<file path="config.mk">
export PLATFORM = sky130hd
export DESIGN_NAME = reset_sequencer
export DESIGN_NICKNAME = d
export VERILOG_FILES = /design/src/rtl/rst_seq_pkg.sv /design/src/rtl/rst_seq_cnt.sv /design/src/rtl/reset_sequencer.sv
export SDC_FILE = /design/constraint.sdc
export NUM_CORES = 1
export LEC_CHECK = 0
export ABC_AREA = 1
export BUFFER_PORTS_ARGS = -buffer_cell sky130_fd_sc_hd__buf_4
export CAP_MARGIN = 15
export CORE_MARGIN = 4
export CORE_UTILIZATION = 38
export CTS_CLUSTER_SIZE = 8
export DETAILED_ROUTE_END_ITERATION = 7
export PLACE_DENSITY = 0.64
export SYNTH_ARGS = -nofsm -noshare
export SYNTH_HDL_FRONTEND = slang
export SYNTH_SLANG_ARGS = --single-unit
</file>
<file path="constraint.sdc">
create_clock -name clk -period 4.5 [get_ports clk]
set_input_delay 0.9 -clock clk [delete_from_list [all_inputs] [get_ports clk]]
set_output_delay 0.9 -clock clk [all_outputs]
set_load 0.01 [all_outputs]
</file>
<file path="src/rtl/rst_seq_pkg.sv">
// Shared types and default timing constants for the reset sequencer.
// The optional watchdog is enabled with the RST_SEQ_WDOG_EN macro in reset_sequencer.
package rst_seq_pkg;

  typedef enum logic [1:0] {
    ST_ASSERT   = 2'd0,
    ST_GAP      = 2'd1,
    ST_WAIT_RDY = 2'd2,
    ST_DONE     = 2'd3
  } seq_state_e;

  localparam int DEF_HOLD_CYC = 16;
  localparam int DEF_GAP_CYC  = 4;
  localparam int DEF_TMO_CYC  = 256;

  // The counter has to hold the largest of the three interval lengths.
  function automatic int cnt_width(input int hold_cyc, input int gap_cyc, input int tmo_cyc);
    int max_v;
    max_v = (hold_cyc > gap_cyc) ? hold_cyc : gap_cyc;
    max_v = (tmo_cyc > max_v) ? tmo_cyc : max_v;
    return $clog2(max_v + 1);
  endfunction

endpackage

</file>
<file path="src/rtl/rst_seq_cnt.sv">
// Loadable down counter shared by the hold, gap and ready-timeout intervals.
// Flags: zero when empty, last when the current cycle ends the interval.
module rst_seq_cnt #(
  parameter int CNT_W   = 8,
  parameter int RST_VAL = 1
) (
  input  logic             clk,
  input  logic             rst,
  input  logic             load,
  input  logic [CNT_W-1:0] load_val,
  input  logic             dec,
  output logic             zero,
  output logic             last
);

  logic [CNT_W-1:0] cnt_r;

  // Load wins over decrement; the count saturates at zero instead of wrapping
  always_ff @(posedge clk) begin
    if (rst) begin
      cnt_r <= CNT_W'(RST_VAL);
    end else if (load) begin
      cnt_r <= load_val;
    end else if (dec && !zero) begin
      cnt_r <= cnt_r - CNT_W'(1);
    end else begin
      cnt_r <= cnt_r;
    end
  end

  assign zero = (cnt_r == {CNT_W{1'b0}});
  assign last = (cnt_r == CNT_W'(1));

endmodule

</file>
<file path="src/rtl/reset_sequencer.sv">
// Releases N_DOM reset domains one at a time, waiting for each to report ready.
// Define RST_SEQ_WDOG_EN to add the ready-wait watchdog (sticky err plus full retry).
module reset_sequencer
  import rst_seq_pkg::*;
#(
  parameter int N_DOM    = 4,
  parameter int HOLD_CYC = DEF_HOLD_CYC,
  parameter int GAP_CYC  = DEF_GAP_CYC,
  parameter int TMO_CYC  = DEF_TMO_CYC
) (
  input  logic             clk,
  input  logic             rst,
  input  logic             sw_req,
  output logic             sw_ack,
  input  logic [N_DOM-1:0] dom_ready,
  output logic [N_DOM-1:0] dom_rst,
  output logic             seq_done,
  output logic             err
);

  localparam int CNT_W = cnt_width(HOLD_CYC, GAP_CYC, TMO_CYC);
  localparam int IDX_W = (N_DOM > 1) ? $clog2(N_DOM) : 1;
  localparam logic [CNT_W-1:0] HOLD_LD  = CNT_W'(HOLD_CYC);
  localparam logic [CNT_W-1:0] GAP_LD   = CNT_W'(GAP_CYC);
  localparam logic [IDX_W-1:0] IDX_LAST = IDX_W'(N_DOM - 1);
`ifdef RST_SEQ_WDOG_EN
  localparam logic [CNT_W-1:0] TMO_LD   = CNT_W'(TMO_CYC);
`endif

  seq_state_e       state_r, state_nxt_s;
  logic [IDX_W-1:0] idx_r, idx_nxt_s;
  logic [N_DOM-1:0] dom_rst_r, dom_rst_nxt_s;
  logic             sw_ack_r, sw_ack_nxt_s;
  logic             seq_done_r, seq_done_nxt_s;
  logic             ready_sel_s;
  logic             cnt_load_s, cnt_dec_s, cnt_zero_s, cnt_last_s, cnt_expire_s;
  logic [CNT_W-1:0] cnt_val_s;
`ifdef RST_SEQ_WDOG_EN
  logic             err_r, err_nxt_s;
`endif

  rst_seq_cnt #(
    .CNT_W  (CNT_W),
    .RST_VAL(HOLD_CYC)
  ) u_cnt (
    .clk     (clk),
    .rst     (rst),
    .load    (cnt_load_s),
    .load_val(cnt_val_s),
    .dec     (cnt_dec_s),
    .zero    (cnt_zero_s),
    .last    (cnt_last_s)
  );

  // An empty counter also ends the interval so a bad load cannot stall the FSM
  assign cnt_expire_s = cnt_last_s | cnt_zero_s;

  // Only the ready bit of the domain currently being waited on is looked at
  always_comb begin
    ready_sel_s = 1'b0;
    for (int j = 0; j < N_DOM; j++) begin
      if (j == int'(idx_r)) begin
        ready_sel_s = dom_ready[j];
      end else begin
        ready_sel_s = ready_sel_s;
      end
    end
  end

  // Next-state, counter control and next output values
  always_comb begin
    state_nxt_s   = state_r;
    idx_nxt_s     = idx_r;
    dom_rst_nxt_s = dom_rst_r;
    sw_ack_nxt_s  = 1'b0;
    cnt_load_s    = 1'b0;
    cnt_val_s     = HOLD_LD;
    cnt_dec_s     = 1'b0;
`ifdef RST_SEQ_WDOG_EN
    err_nxt_s     = err_r;
`endif
    case (state_r)
      ST_ASSERT: begin
        dom_rst_nxt_s = {N_DOM{1'b1}};
        if (cnt_expire_s) begin
          dom_rst_nxt_s[0] = 1'b0;
          idx_nxt_s        = {IDX_W{1'b0}};
          state_nxt_s      = ST_WAIT_RDY;
`ifdef RST_SEQ_WDOG_EN
          cnt_load_s       = 1'b1;
          cnt_val_s        = TMO_LD;
`endif
        end else begin
          cnt_dec_s = 1'b1;
        end
      end
      ST_WAIT_RDY: begin
        if (ready_sel_s) begin
          if (idx_r == IDX_LAST) begin
            state_nxt_s = ST_DONE;
          end else begin
            state_nxt_s = ST_GAP;
            cnt_load_s  = 1'b1;
            cnt_val_s   = GAP_LD;
          end
        end else begin
`ifdef RST_SEQ_WDOG_EN
          if (cnt_expire_s) begin
            err_nxt_s     = 1'b1;
            state_nxt_s   = ST_ASSERT;
            idx_nxt_s     = {IDX_W{1'b0}};
            dom_rst_nxt_s = {N_DOM{1'b1}};
            cnt_load_s    = 1'b1;
            cnt_val_s     = HOLD_LD;
          end else begin
            cnt_dec_s = 1'b1;
          end
`else
          state_nxt_s = ST_WAIT_RDY;
`endif
        end
      end
      ST_GAP: begin
        if (cnt_expire_s) begin
          for (int j = 0; j < N_DOM; j++) begin
            if (j == int'(idx_r) + 32'sd1) begin
              dom_rst_nxt_s[j] = 1'b0;
            end else begin
              dom_rst_nxt_s[j] = dom_rst_r[j];
            end
          end
          idx_nxt_s   = idx_r + IDX_W'(1);
          state_nxt_s = ST_WAIT_RDY;
`ifdef RST_SEQ_WDOG_EN
          cnt_load_s  = 1'b1;
          cnt_val_s   = TMO_LD;
`endif
        end else begin
          cnt_dec_s = 1'b1;
        end
      end
      ST_DONE: begin
        dom_rst_nxt_s = {N_DOM{1'b0}};
        if (sw_req) begin
          sw_ack_nxt_s  = 1'b1;
          state_nxt_s   = ST_ASSERT;
          idx_nxt_s     = {IDX_W{1'b0}};
          dom_rst_nxt_s = {N_DOM{1'b1}};
          cnt_load_s    = 1'b1;
          cnt_val_s     = HOLD_LD;
        end else begin
          state_nxt_s = ST_DONE;
        end
      end
      default: begin
        state_nxt_s   = ST_ASSERT;
        idx_nxt_s     = {IDX_W{1'b0}};
        dom_rst_nxt_s = {N_DOM{1'b1}};
        cnt_load_s    = 1'b1;
        cnt_val_s     = HOLD_LD;
      end
    endcase
    seq_done_nxt_s = (state_nxt_s == ST_DONE);
  end

  // State and registered outputs
  always_ff @(posedge clk) begin
    if (rst) begin
      state_r    <= ST_ASSERT;
      idx_r      <= {IDX_W{1'b0}};
      dom_rst_r  <= {N_DOM{1'b1}};
      sw_ack_r   <= 1'b0;
      seq_done_r <= 1'b0;
`ifdef RST_SEQ_WDOG_EN
      err_r      <= 1'b0;
`endif
    end else begin
      state_r    <= state_nxt_s;
      idx_r      <= idx_nxt_s;
      dom_rst_r  <= dom_rst_nxt_s;
      sw_ack_r   <= sw_ack_nxt_s;
      seq_done_r <= seq_done_nxt_s;
`ifdef RST_SEQ_WDOG_EN
      err_r      <= err_nxt_s;
`endif
    end
  end

  assign dom_rst  = dom_rst_r;
  assign sw_ack   = sw_ack_r;
  assign seq_done = seq_done_r;
`ifdef RST_SEQ_WDOG_EN
  assign err      = err_r;
`else
  assign err      = 1'b0;
`endif

endmodule

</file>
## Yosys cells after proc, flatten, opt, wreduce, memory -nomap -nowiden

Index checks and enable logic that the tools add are counted.

| storage, ports and cells | value |
|---|---|
| output and inout port bits | 7 |
| logic and storage cells | 79 |
| memories kept | 0 |
| memory bits (read-only) | 0 |
| bits in writable memories | 0 |
| latch bits | 0 |
| flip-flop bits (word level) | 19 |
| input bits | 7 |

| cells by class | value |
|---|---|
| multiply operators | 0 |
| shift-type cells | 0 |
| equality and inequality tests | 19 |
| magnitude comparators | 0 |
| bitwise logic cells | 2 |
| mux-type cells | 31 |
| div/mod/pow operators | 0 |
| reductions and logical operators | 15 |
| $add $sub $neg | 3 |

Operators by type and width:

| operator | number |
|---|---|
| $eq A2 B32 Y1 const A | 1 |
| $eq A3 B32 Y1 const A | 1 |
| $logic_not A32 Y1 | 1 |
| $mux W9 | 2 |
| $mux W5 | 3 |
| $mux W2 | 7 |
| $ne A2 B2 Y1 const B | 7 |
| $mux W1 | 13 |
| $pmux W2 S3 | 2 |
| $pmux W4 S3 | 1 |
| $reduce_and A3 Y1 | 4 |
| $eq A9 B1 Y1 const B | 1 |
| $logic_not A9 Y1 | 1 |
| $sub A9 B1 Y9 const B | 1 |
| $eq A2 B2 Y1 const B | 4 |
| $mux W4 | 2 |
| $eq A2 B2 Y1 const A | 2 |
| $logic_not A2 Y1 | 2 |
| $reduce_and A4 Y1 | 1 |
| $reduce_or A2 Y1 | 2 |
| $add A2 B1 Y3 const B | 1 |
| $eq A2 B3 Y1 const A | 1 |
| $reduce_bool A3 Y1 | 1 |
| $add A2 B1 Y2 const B | 1 |
| other kinds (8) | 8 |

## Depth between registers and ports, before layout

| logic depth | value |
|---|---|
| depth after elaboration | 8 |
| depth in mapped cells | 11 |
| gate-level depth less buffers | 11 |

## Modules after synthesis

Synthesis repeated with hierarchy kept, for this count alone.

| unflattened totals | value |
|---|---|
| cells, all modules | 199 |
| area total of the unflattened synthesis | 1315.0 um2 |

By module, submodules not included:

| module | seq. area each (um2) | instances | area each (um2) | cells an instance |
|---|---|---|---|---|
| rst_seq_cnt | 180.2 | 1 | 759.5 | 117 |
| reset_sequencer | 200.2 | 1 | 555.5 | 82 |

## Worst setup path after synthesis

No wires, ideal clock.

| timing | value |
|---|---|
| path kind | input port to flip-flop |
| start | input port dom_ready[2] |
| end | register u_cnt.cnt_r[0] |
| slack | 2.821 ns |
| arrival | 1.607 ns |
| setup time | 0.072 ns |
| data required time | 4.428 ns |
| stages | 4 |
| buffers on the path | 0 |
| cell sequence | or2_1 nand4_2 nand3_1 a21oi_1 |

| on the way | value |
|---|---|
| longest elaborated chain between the ends | 5 |
| elaborated cells on any way between the ends | 8 |
| those cells by class | 7 x mux; 1 x reduce/logical |

Ends and longest elaborated chain:

| element | line | source |
|---|---|---|
| start: declaration | reset_sequencer.sv:15 | `input logic [N_DOM-1:0] dom_ready,` |
| $mux W1 (*) (2 in a row) | reset_sequencer.sv:62 | `if (j == int'(idx_r)) begin` |
| $mux W1 / $mux W5 (equally long branches) | reset_sequencer.sv:98 | `if (ready_sel_s) begin` |
| $pmux W1 S2 / $mux W5 (equally long branches) | - |  |
| $mux W9 / $reduce_bool A2 Y1 (equally long branches) | - |  |
| end signal: assignment | rst_seq_cnt.sv:21 | `cnt_r <= CNT_W'(RST_VAL);` |
| end signal: assignment | rst_seq_cnt.sv:23 | `cnt_r <= load_val;` |
| end signal: assignment | rst_seq_cnt.sv:25 | `cnt_r <= cnt_r - CNT_W'(1);` |
| end: declaration | rst_seq_cnt.sv:16 | `logic [CNT_W-1:0] cnt_r;` |

Mark *: on every way between the ends. The rest lies on a longest branch, timed or not.
A chain may end at the register's enable or synchronous reset.

## Worst setup path after layout

| timing | value |
|---|---|
| start | register dom_rst_r[1], in the netlist dom_rst[1] |
| end | output port dom_rst[1] |

RTL lines:

| element | line | source |
|---|---|---|
| start: declaration | reset_sequencer.sv:32 | `logic [N_DOM-1:0] dom_rst_r, dom_rst_nxt_s;` |
| start signal: assignment | reset_sequencer.sv:171 | `dom_rst_r <= {N_DOM{1'b1}};` |
| start signal: assignment | reset_sequencer.sv:180 | `dom_rst_r <= dom_rst_nxt_s;` |
| end: declaration | reset_sequencer.sv:16 | `output logic [N_DOM-1:0] dom_rst,` |

No word-level cell between the ends.

==> impl_results.md <==
- Crit path required time: 3.60 ns
- Post_cts resized: 0
- Max rail drop VDD: 0.303 mV
- Yosys warns: 0
- Synth Area in XOR/XNOR: 3.59%
- Placer Congestion: 0.880
- Most area-consuming cells after synthesis: dfxtp_1 (31%), ha_1 (12%), nand2_1 (8.0%), inv_1 (7.7%), nor2_1 (7.1%)
- Worst-Skew Late Latency: 0.29 ns
- Largest net degree at the start of global routing: 11
- Final Hold Violating Endpoints: 0
- Synth Area in Compound Gates: 8.09%
- Die W: 64.7 um
- DR DRC count: 0
- PwrDens: 717 nW/um2
- Vias: 1092
- WP data arrival: 0.78 ns
- Delay-heaviest family, CP: flip-flops
- Final setup fails: 0
- Worst Path Buf+Inv: 1
- Root Buffer Master: clkbuf_4
- Max clock buf depth: 2
- Reg2Reg Depth: 9
- Postcts setup bufs: 0
- DIE HEIGHT: 64.7 um
- ANT nets after route: 0
- Number of DRC markers in iteration 0: 70
- Hold Crit Endpoint: dom_rst[3]
- Crit Reg-Reg Endpoint: u_cnt.cnt_r[2]
- DP Cell Count: 226
- Maximum clock rate: 596 MHz
- Post-synth top cells: nand2_1 (26), inv_1 (25), nor2_1 (23), dfxtp_1 (19), nand3_1 (14)
- R2r setup slk: 2.84 ns
- Worst hold stages: 2
- Post-Synth Simple-Gate Area: 34.6%
- Post-synth top area cell: dfxtp_1
- Area delta synth->final: 12.7%
- Number of maximum-capacitance violations: 0
- Mux contribution to synthesized area: 0%
- Average size of a mapped cell: 7.06 um2
- Starting Density: 40.0%
- CP Capture Type: output pin
- Final Max Tran Viols: 0
- Top-count cell post-synth: nand2_1
- Post-synth ARST share: 0%
- Critical path peak fanout: 2
- # hold bufs at CTS: 0
- Largest family of logic cells by synthesized area: simple AND/OR/NAND/NOR gates
- Pre-antenna DRT Iters: 4
- Worst-path clk slew: 0.10 ns
- Synth Instances: 173
- Post-Route Utilization: 45.1%
- Crit Path Class: flop to output pin
- RSZ-0062 raised after global routing: no
- Top_reg_cell synth: dfxtp_1
- Routed WL per cell: 11.3 um
- First-pass GRT wire length: 4530 um
- # rows: 20
- Yosys reg bits: 19
- Initial antenna violation count: 0
- Total gr overflow: 0
- Syn_nets: 192
- Die Footprint: 4180 um2
- Final Cycle Share: 37.3%
- I/O pin total: 14
- Part of the Yosys area used for sequential elements: 31.1%
- Post-Syn Area: 1220 um2
- Worst Hold Launch: dom_rst[3]
- Layout Skew: 0.00361 ns
- H-tree levels: 1
- CP max stage delay: 0.36 ns
- Total GRT Usage: 13.7%
- Num Clock Sinks: 19
- Fin nets: 206
- Number of global-route vias before repair: 1052
- Number of port buffers: 12
- Fraction of layout cells with a size suffix above 1: 15.6%
- Finished Layout Cells: 230
- Pleak: 0.653 nW
- HPWL after DPL: 2100 um
- Routed WL: 2600 um
- Origin of the critical flop-to-flop path: idx_r[0]
- CTS tree: done
- Adder-cell area share of the yosys netlist: 12.3%
- ANT cells: 0
- Crit-path slowest cell: dfxtp_1
- Outcome: finished, final reports clean
- Post-synth EDFFs: 0
- Post-synth top area share: 31.1%
- Core area: 3050 um2
- Worst path cell trace: buf_4
- Worst setup SP type: flop
- Setup tns final: 0 ns
- Hold WC Path Type: flop to flop
- Inserted Clock Buffers: 3
- Cell variety after synth: 26
- Minimum clock period: 1.68 ns
- Via density: 4.75
[metrics by stage]
step	instance area [um2]	power [mW]	hold WS [ns]	worst slack [ns]
2_1_floorplan	1220	0.764	0.462	2.82
3_3_place_gp	1350	0.891	0.443	2.64
3_5_place_dp	1350	0.902	0.453	2.58
6_report	1380	0.986	0.479	2.82
5_1_grt	1380	1.10	0.514	2.66
4_1_cts	1380	0.991	0.484	2.82
[state kept, by name, indices dropped and copies added, names as in the netlist]
name / flops
dom_rst: 4
u_cnt.cnt_r: 9
sw_ack: 1
idx_r: 2
seq_done: 1
state_r: 2
[power breakdown]
group          leakage [nW]  total [mW]  switching, mW  internal [mW]
clock network        0.0150      0.0838         0.0494         0.0345
registers             0.156       0.279         0.0535          0.226
logic                 0.483       0.623          0.385          0.238
[cell families after synthesis]
| logic type | count (synthesis) |
|---|---|
| other | 1 |
| buffers and inverters | 31 |
| AND/OR/NAND/NOR | 86 |
| AO/OA/AOI/OAI | 19 |
| adder cells (fa/ha/maj) | 12 |
| flip-flops | 19 |
| XOR/XNOR | 5 |
[how the worst max path moves through the flow]
stage                       startpoint  slack, ns  depth (start not counted)             end
after CTS                   dom_rst[2]       2.82                          1      dom_rst[2]
final                       dom_rst[1]       2.82                          1      dom_rst[1]
after detailed placement  dom_ready[2]       2.58                          5  u_cnt.cnt_r[0]
after global placement    dom_ready[2]       2.64                          5  u_cnt.cnt_r[0]
after global routing          idx_r[0]       2.66                          9  u_cnt.cnt_r[2]
after floorplan           dom_ready[2]       2.82                          4  u_cnt.cnt_r[0]
[area by class of cell]
type                       instances  area [um2]
clock buffer                       4        26.3
fill                             325        1680
inverter                          28         105
multi-input combinational        123         719
sequential                        19         380
tap                               44        55.1
timing repair buffer              12        90.1
[per-layer routing]
| layer | part of all wire [%] | routed length, um | vias up | track usage [%] |
|---|---|---|---|---|
| met5 | 0 | 0 | - | 0 |
| met3 | 5.0 | 129 | 4 | 2.25 |
| met2 | 46 | 1190 | 29 | 22.2 |
| li1 | - | - | 572 | - |
| met1 | 48 | 1240 | 487 | 18.3 |
| met4 | 1.5 | 40 | 0 | 5.28 |
[cell usage in the layout (no fill, tap or decap), types with 2 or more instances in the layout]
cell type	instances
xnor2_1	2
or2_1	2
nand3_1	14
inv_2	3
nor2_1	23
nor3_1	5
buf_4	12
clkbuf_4	3
nand2_1	26
o21ai_0	5
nand4_1	6
dfxtp_1	19
inv_1	25
xor2_1	3
nor2_2	4
a21oi_1	13
ha_1	12
No activity file was read; power rests on OpenSTA's default activity.
